<file path="config.mk">
export PLATFORM = sky130hd
export DESIGN_NAME = instr_fetch_unit_flat
export DESIGN_NICKNAME = d
export VERILOG_FILES = /design/src/rtl/instr_fetch_unit_if.sv /design/src/rtl/instr_fetch_unit.sv /design/src/flat_wrapper.sv
export SDC_FILE = /design/constraint.sdc
export NUM_CORES = 1
export LEC_CHECK = 0
export CAP_MARGIN = 15
export CORE_MARGIN = 8
export CORE_UTILIZATION = 44
export CTS_CLUSTER_SIZE = 20
export DETAILED_ROUTE_END_ITERATION = 12
export HOLD_SLACK_MARGIN = 0.02
export PLACE_DENSITY = 0.81
export SLEW_MARGIN = 20
export SYNTH_ARGS = -nofsm -noshare
export SYNTH_HDL_FRONTEND = slang
export SYNTH_SLANG_ARGS = --single-unit
</file>
<file path="constraint.sdc">
create_clock -name CLK -period 6.17 [get_ports CLK]
set_input_delay 1.234 -clock CLK [delete_from_list [all_inputs] [get_ports CLK]]
set_output_delay 1.234 -clock CLK [all_outputs]
set_load 0.03 [all_outputs]
</file>
<file path="src/rtl/instr_fetch_unit_if.sv">
// rtl/instr_fetch_unit_if.sv - instruction memory req/gnt/rvalid bus
interface instr_fetch_unit_if;
    logic        imem_req;
    logic [31:0] imem_addr;
    logic        imem_gnt;
    logic        imem_rvalid;
    logic [31:0] imem_rdata;

    modport master (
        output imem_req,
        output imem_addr,
        input  imem_gnt,
        input  imem_rvalid,
        input  imem_rdata
    );

    modport slave (
        input  imem_req,
        input  imem_addr,
        output imem_gnt,
        output imem_rvalid,
        output imem_rdata
    );
endinterface

</file>
<file path="src/rtl/instr_fetch_unit.sv">
// rtl/instr_fetch_unit.sv - PC owner and instruction fetch FSM (optional FETCH_MISALIGN_CHECK_EN trap)
module instr_fetch_unit #(
    parameter logic [31:0] RESET_PC = 32'h0000_0000
) (
    input  logic                      CLK,
    input  logic                      RST,
    instr_fetch_unit_if.master        imem,
    input  logic                      stall,
    input  logic                      PCSrc,
    input  logic [31:0]               ImmExt,
    output logic                      instr_valid,
    output logic [31:0]               instr,
    output logic [6:0]                op,
    output logic [2:0]                funct3,
    output logic [6:0]                funct7,
    output logic [31:0]               pc,
    output logic [31:0]               pc_plus4
`ifdef FETCH_MISALIGN_CHECK_EN
    ,
    output logic                      misalign_err
`endif
);

    localparam logic [31:0] NOP = 32'h0000_0013;

`ifdef FETCH_MISALIGN_CHECK_EN
    typedef enum logic [1:0] {S_FETCH, S_WAIT, S_ISSUE, S_TRAP} state_t;
`else
    typedef enum logic [1:0] {S_FETCH, S_WAIT, S_ISSUE} state_t;
`endif

    state_t      state_q, state_d;
    logic [31:0] pc_q, pc_d;
    logic [31:0] instr_q, instr_d;
    logic [31:0] seq_pc;
    logic [31:0] branch_pc;
    logic [31:0] next_pc;

    always_ff @(posedge CLK or negedge RST) begin
        if (!RST) begin
            state_q <= S_FETCH;
            pc_q    <= RESET_PC;
            instr_q <= NOP;
        end else begin
            state_q <= state_d;
            pc_q    <= pc_d;
            instr_q <= instr_d;
        end
    end

    always_comb begin
        state_d   = state_q;
        pc_d      = pc_q;
        instr_d   = instr_q;
        seq_pc    = pc_q + 32'd4;
        branch_pc = pc_q + ImmExt;
        next_pc   = PCSrc ? branch_pc : seq_pc;

        case (state_q)
            S_FETCH: begin
                // rvalid is meaningless before the grant, so only gnt moves us on
                if (imem.imem_gnt) begin
                    state_d = S_WAIT;
                end
            end
            S_WAIT: begin
                if (imem.imem_rvalid) begin
                    instr_d = imem.imem_rdata;
                    state_d = S_ISSUE;
                end
            end
            S_ISSUE: begin
                if (!stall) begin
`ifdef FETCH_MISALIGN_CHECK_EN
                    pc_d = next_pc;
                    if (PCSrc && (branch_pc[1:0] != 2'b00)) begin
                        state_d = S_TRAP;
                    end else begin
                        state_d = S_FETCH;
                    end
`else
                    pc_d    = next_pc & 32'hFFFF_FFFC;
                    state_d = S_FETCH;
`endif
                end
            end
`ifdef FETCH_MISALIGN_CHECK_EN
            S_TRAP: begin
                state_d = S_TRAP;
            end
`endif
            default: begin
                state_d = S_FETCH;
            end
        endcase
    end

    // Gating with RST keeps the request low while reset is held even though the state is FETCH
    assign imem.imem_req  = (state_q == S_FETCH) && RST;
    assign imem.imem_addr = pc_q;

    assign instr_valid = (state_q == S_ISSUE);
    assign instr       = instr_q;
    assign op          = instr_q[6:0];
    assign funct3      = instr_q[14:12];
    assign funct7      = instr_q[31:25];
    assign pc          = pc_q;
    assign pc_plus4    = pc_q + 32'd4;

`ifdef FETCH_MISALIGN_CHECK_EN
    assign misalign_err = (state_q == S_TRAP);
`endif

endmodule

</file>
<file path="src/flat_wrapper.sv">
// flat-port wrapper written by rule: the top's interface ports become plain ports
module instr_fetch_unit_flat 
#(
    parameter logic [31:0] RESET_PC = 32'h0000_0000
)
  (CLK, RST, stall, PCSrc, ImmExt, instr_valid, instr, op, funct3, funct7, pc, pc_plus4, imem_imem_req, imem_imem_addr, imem_imem_gnt, imem_imem_rvalid, imem_imem_rdata);
  instr_fetch_unit_if imem_i ();
  input  logic CLK;
  input  logic RST;
  input  logic stall;
  input  logic PCSrc;
  input  logic [31:0] ImmExt;
  output logic instr_valid;
  output logic [31:0] instr;
  output logic [6:0] op;
  output logic [2:0] funct3;
  output logic [6:0] funct7;
  output logic [31:0] pc;
  output logic [31:0] pc_plus4;
  output wire logic [$bits(imem_i.imem_req)-1:0] imem_imem_req;
  output wire logic [$bits(imem_i.imem_addr)-1:0] imem_imem_addr;
  input wire logic [$bits(imem_i.imem_gnt)-1:0] imem_imem_gnt;
  input wire logic [$bits(imem_i.imem_rvalid)-1:0] imem_imem_rvalid;
  input wire logic [$bits(imem_i.imem_rdata)-1:0] imem_imem_rdata;
  assign imem_imem_req = imem_i.imem_req;
  assign imem_imem_addr = imem_i.imem_addr;
  assign imem_i.imem_gnt = imem_imem_gnt;
  assign imem_i.imem_rvalid = imem_imem_rvalid;
  assign imem_i.imem_rdata = imem_imem_rdata;
  instr_fetch_unit #(.RESET_PC(RESET_PC)) u_core (.CLK(CLK), .RST(RST), .imem(imem_i), .stall(stall), .PCSrc(PCSrc), .ImmExt(ImmExt), .instr_valid(instr_valid), .instr(instr), .op(op), .funct3(funct3), .funct7(funct7), .pc(pc), .pc_plus4(pc_plus4));
endmodule
</file>
# Word level (Yosys, flattened, before mapping)
# Index checks and enable logic that the tools add are counted.
[totals]
regBits = 64
[op_classes]
n_reduce_logical = 5
eq_ne = 5
n_bitwise = 1
addsub = 2
n_mux = 5
[ops]
columns = ["cell", "count"]
rows = [
  ["32-bit by 3-bit adder with 32-bit output, second input constant", 1],
  ["32-bit adder", 1],
  ["32-bit two-way mux", 1],
  ["2-bit two-way mux", 3],
  ["2-bit inequality test, second input constant", 3],
  ["2-bit one-hot mux with 3 select lines", 1],
  ["2-bit AND reduction", 2],
  ["3-bit AND reduction", 1],
  ["2-bit by 1-bit equality test with 1-bit output, second input constant", 1],
  ["2-bit equality test, second input constant", 1],
  ["2-bit zero test", 1],
  ["1-bit logical AND", 1],
  ["1-bit NOT", 1],
]

# Depth between registers and ports, before layout
[logic_depth]
depth_word = 3
ltp_mapped = 10
depth_no_buf = 10

# Worst setup path before layout
# No wires, ideal clock.
[synth_path]
kind = "flip-flop to output port"
from = "register u_core.pc_q[3], in the netlist u_core.imem.imem_addr[3]"
to = "output port pc_plus4[26]"
path_slack_ns = 2.653
n_path_buf = 0
stages_incl_launch_ff = 8
required_time_ns = 4.936
arrival_time_ns = 2.283
cell_sequence = "dfrtp_1 ha_1 nand3_1 nor2_1 nand2_1 nor3_1 nand2_1 xnor2_1"
[synth_via]
elab_chain_len = 1
[synth_rtl]
columns = ["item", "line_no", "source"]
rows = [
  ["start, declared", "instr_fetch_unit.sv:33", "logic [31:0] pc_q, pc_d;"],
  ["start signal, assigned", "instr_fetch_unit.sv:46", "pc_q <= pc_d;"],
  ["32-bit by 3-bit adder with 32-bit output", "instr_fetch_unit.sv:108", "assign pc_plus4 = pc_q + 32'd4;"],
  ["end, declared", "flat_wrapper.sv:19", "output logic [31:0] pc_plus4;"],
]
# Every way passes these cells.

# Worst setup path after layout
[layout_path]
from = "register u_core.pc_q[3], in the netlist u_core.imem.imem_addr[3]"
to = "output port pc_plus4[28]"
# Same word-level chain as after synthesis.

==> load_flow_metrics.sql <==
INSERT INTO impl_metrics (metric_group, metric, value, unit) VALUES
('status', 'outcome', 'finished clean', ''),
('layout', 'nNetsFinal', '853', ''),
('power_and_ir_drop', 'p_switching', '2360', 'uW'),
('critical_path', 'path_delay_family', 'simple AND/OR/NAND/NOR gates', ''),
('layout', 'layout_commonest_cell', 'sky130_fd_sc_hd__clkdlybuf4s50_1', ''),
('critical_path', 'worstPathArrival', '3.26', 'ns'),
('timing', 'worstMarginPinSlew', '1.01', 'ns'),
('routing', 'routed-via-count', '5144', ''),
('global_routing', 'grt_remaining_overflow', '0', ''),
('timing', 'slew-limit-headroom', '32.6', '%'),
('timing', 'layout_setup_ws', '1.68', 'ns'),
('cts', 'cts_num_sinks', '64', ''),
('power_and_ir_drop', 'share_clk_of_total_power', '10.7', '%'),
('critical_path', 'r2r_end', 'u_core.imem.imem_addr[30]$_DFFE_PN0P_', ''),
('worst_hold_path', 'worstHoldEndpoint', 'u_core.state_q[0]$_DFFE_PN0P_', ''),
('layout', 'layout.cells.most_common_list', 'sky130_fd_sc_hd__clkdlybuf4s50_1, sky130_fd_sc_hd__dfrtp_1, sky130_fd_sc_hd__a21oi_1', ''),
('power_and_ir_drop', 'cell_internal_pwr', '2280', 'uW'),
('placed_design', 'placement_stage_cell_area', '0.00712', 'mm2'),
('routing', 'route.detailed.drc', '0', ''),
('critical_path', 'r2r_setup_slack', '3.06', 'ns'),
('cts', 'cts-hold-fix-buffers', '0', ''),
('cts', 'tritoncts', 'yes', ''),
('power_and_ir_drop', 'power_frac_comb', '69.0', '%'),
('cts', 'cts_made_buffers', '9', ''),
('global_routing', 'grt_pass1_vias', '5230', ''),
('worst_hold_path', 'cells_on_worst_hold_path', '1', ''),
('critical_path', 'critical_path.n_buffers_inverters', '1', ''),
('synthesis', 'gate_count_after_technology_mapping', '604', ''),
('routing', 'drt_pre_antenna_iters', '5', ''),
('timing', 'clock-skew-final', '0.00663', 'ns'),
('timing', 'max_slew_violations', '0', ''),
('layout', 'diodes', '0', ''),
('power_and_ir_drop', 'ir_worst_vdd', '0.347', 'mV'),
('synthesis', 'synthesis.area', '0.00536', 'mm2'),
('worst_hold_path', 'worstHoldPathType', 'flop to flop', ''),
('cts', 'post-cts-setup-buffers', '0', ''),
('global_routing', 'grt_util_met3', '5.49', '%'),
('synthesis', 'yosysWarningCount', '0', ''),
('synthesis', 'synth.ff_latch_count', '64', ''),
('layout', 'areaGrowthSynthToFinish', '38.3', '%'),
('timing', 'final_min_period_over_clock_period', '72.8', '%'),
('floorplan', 'chipHeight', '126', 'um'),
('synthesis', 'ys_dominant_reg_cell', 'sky130_fd_sc_hd__dfrtp_1', ''),
('synthesis', 'synth_enable_flop_cells', '0', ''),
('synthesis', 'ys_top_cells_by_area', 'sky130_fd_sc_hd__dfrtp_1, sky130_fd_sc_hd__buf_4, sky130_fd_sc_hd__ha_1, sky130_fd_sc_hd__mux2_2, sky130_fd_sc_hd__a21oi_1', ''),
('critical_path', 'cp_common_cell', 'sky130_fd_sc_hd__nand2_1', ''),
('routing', 'route.detailed.wl_per_inst', '19.8', 'um'),
('synthesis', 'yosysTopAreaCell', 'sky130_fd_sc_hd__dfrtp_1', ''),
('critical_path', 'setup.worst_path.class', 'flop to output pin', ''),
('power_and_ir_drop', 'p_per_area', '627', 'mW/mm2'),
('synthesis', 'synth_top_area_share', '28.5', '%'),
('global_routing', 'grtUsageTotal', '21.9', '%'),
('power_and_ir_drop', 'power.leakage', '0.00310', 'uW'),
('critical_path', 'timing.critical_path.required', '4.94', 'ns'),
('placed_design', 'count_of_input_and_output_buffers', '208', ''),
('synthesis', 'synth-seq-area-share', '30.0', '%'),
('layout', 'layout-drive-gt1-share', '10.0', '%'),
('global_routing', 'antenna_found_initial', '0', ''),
('placed_design', 'place_hpwl', '14000', 'um'),
('cts', 'cts_htree_levels', '3', ''),
('timing', 'setup-tns-final', '0', 'ns'),
('worst_hold_path', 'worstHoldStart', 'u_core.state_q[1]$_DFFE_PN0P_', ''),
('floorplan', 'die_width', '126', 'um'),
('critical_path', 'critical_path.endpoint_type', 'output pin', ''),
('cts', 'ctsResizeCount', '0', ''),
('cts', 'cts-root-buf', 'sky130_fd_sc_hd__clkbuf_16', ''),
('cts', 'insertion_delay_of_the_later_clocked_pin_in_the_worst_skew_pair', '0.32', 'ns'),
('floorplan', 'placementRows', '40', ''),
('floorplan', 'io_pins', '217', ''),
('timing', 'final_hold_viol_count', '0', ''),
('routing', 'average_via_count_per_standard_cell', '5.69', '');
through the flow:
stage	util (%)	std cells
6_report	61.9	904
5_1_grt	61.9	904
4_1_cts	61.9	904
3_5_place_dp	59.5	888
3_3_place_gp	59.5	888
2_1_floorplan	-	609
registers in the layout, indices dropped and copies added, names as in the netlist:
register and cells:
u_core.imem.imem_addr 30, u_core.state_q 2, u_core.instr 32
power by group through the flow:
stage                     Clock (uW)  Sequential [uW]  Combinational, uW
after floorplan                    0             1250               1840
after global placement             0              923               3150
after detailed placement           0              946               3190
after CTS                        502              940               3210
after global routing             520              982               3390
final                            495              942               3200
routing by layer:
| layer | share of wire (%) | routed length (um) | vias to the layer above |
|---|---|---|---|
| li1 | - | - | 2438 |
| met4 | 1.8 | 321 | 0 |
| met2 | 47 | 8430 | 271 |
| met1 | 44 | 7840 | 2412 |
| met5 | 0 | 0 | - |
| met3 | 7.4 | 1330 | 23 |
kinds of logic (layout without fill, tap and decap cells):
group | Yosys count | in the layout | share of synthesized area, %
AND/OR/NAND/NOR | 164 | 164 | 15.9
other | 1 | 6 | 0.0700
buffers and inverters | 88 | 236 | 10.9
multiplexers | 34 | 34 | 7.10
XOR/XNOR | 52 | 52 | 8.50
adder cells (fa/ha/maj) | 31 | 31 | 7.38
flip-flops | 64 | 64 | 30.0
AO/OA/AOI/OAI | 170 | 170 | 20.2
synth_stat cells (3+ instances only):
cell type                  instances
sky130_fd_sc_hd__o21ai_0          34
sky130_fd_sc_hd__clkbuf_1         17
sky130_fd_sc_hd__mux2_2           32
sky130_fd_sc_hd__nand2_1          52
sky130_fd_sc_hd__o22ai_1           3
sky130_fd_sc_hd__o21ai_1          12
sky130_fd_sc_hd__nor2b_1           3
sky130_fd_sc_hd__dfrtp_1          61
sky130_fd_sc_hd__a22oi_1           3
sky130_fd_sc_hd__buf_4            54
sky130_fd_sc_hd__ha_1             30
sky130_fd_sc_hd__and3_1           13
sky130_fd_sc_hd__nand3_1          17
sky130_fd_sc_hd__a211oi_1          5
sky130_fd_sc_hd__o21a_1            3
sky130_fd_sc_hd__inv_1             7
sky130_fd_sc_hd__a21oi_1          53
sky130_fd_sc_hd__nor2_1           30
sky130_fd_sc_hd__a21o_1           17
sky130_fd_sc_hd__xor2_1           28
sky130_fd_sc_hd__and3_2            3
sky130_fd_sc_hd__buf_6             5
sky130_fd_sc_hd__xnor2_1          24
sky130_fd_sc_hd__a31oi_1           7
sky130_fd_sc_hd__dfstp_2           3
sky130_fd_sc_hd__o211ai_1          6
sky130_fd_sc_hd__nand4_1           8
sky130_fd_sc_hd__a311oi_1          3
sky130_fd_sc_hd__nor4_1            6
sky130_fd_sc_hd__nor3_1           12
sky130_fd_sc_hd__a221o_1           3
worst reg2reg max path, cell delays in order (launching register included):
cell,delay [ns]
sky130_fd_sc_hd__dfrtp_1,0.47
sky130_fd_sc_hd__ha_1,0.29
sky130_fd_sc_hd__fa_1,0.44
sky130_fd_sc_hd__a211oi_1,0.39
sky130_fd_sc_hd__o21bai_2,0.18
sky130_fd_sc_hd__o211ai_1,0.28
sky130_fd_sc_hd__a21oi_1,0.17
sky130_fd_sc_hd__a21o_1,0.28
sky130_fd_sc_hd__o22ai_1,0.20
sky130_fd_sc_hd__xor2_1,0.18
sky130_fd_sc_hd__a21oi_1,0.08
worst max path at each step:
stage,startpoint,endpoint,cells past startpoint
after floorplan,u_core.imem.imem_addr[3]$_DFFE_PN0P_,pc_plus4[26],7
after global placement,u_core.imem.imem_addr[3]$_DFFE_PN0P_,pc_plus4[28],8
after detailed placement,ImmExt[2],u_core.imem.imem_addr[22]$_DFFE_PN0P_,11
after CTS,u_core.imem.imem_addr[3]$_DFFE_PN0P_,pc_plus4[28],8
after global routing,u_core.imem.imem_addr[3]$_DFFE_PN0P_,pc_plus4[26],8
final,u_core.imem.imem_addr[3]$_DFFE_PN0P_,pc_plus4[28],8
cell type report:
class | count | area [um2] | share of cell area (%)
Tap cell | 147 | 184 | 2.48
Timing Repair Buffer | 213 | 2110 | 28.6
Clock inverter | 6 | 60.1 | 0.811
Sequential cell | 64 | 1610 | 21.7
Multi-Input combinational cell | 457 | 3190 | 43.0
Inverter | 7 | 26.3 | 0.355
Clock buffer | 10 | 229 | 3.09
Note: power is estimated with default switching activity, not from simulation.
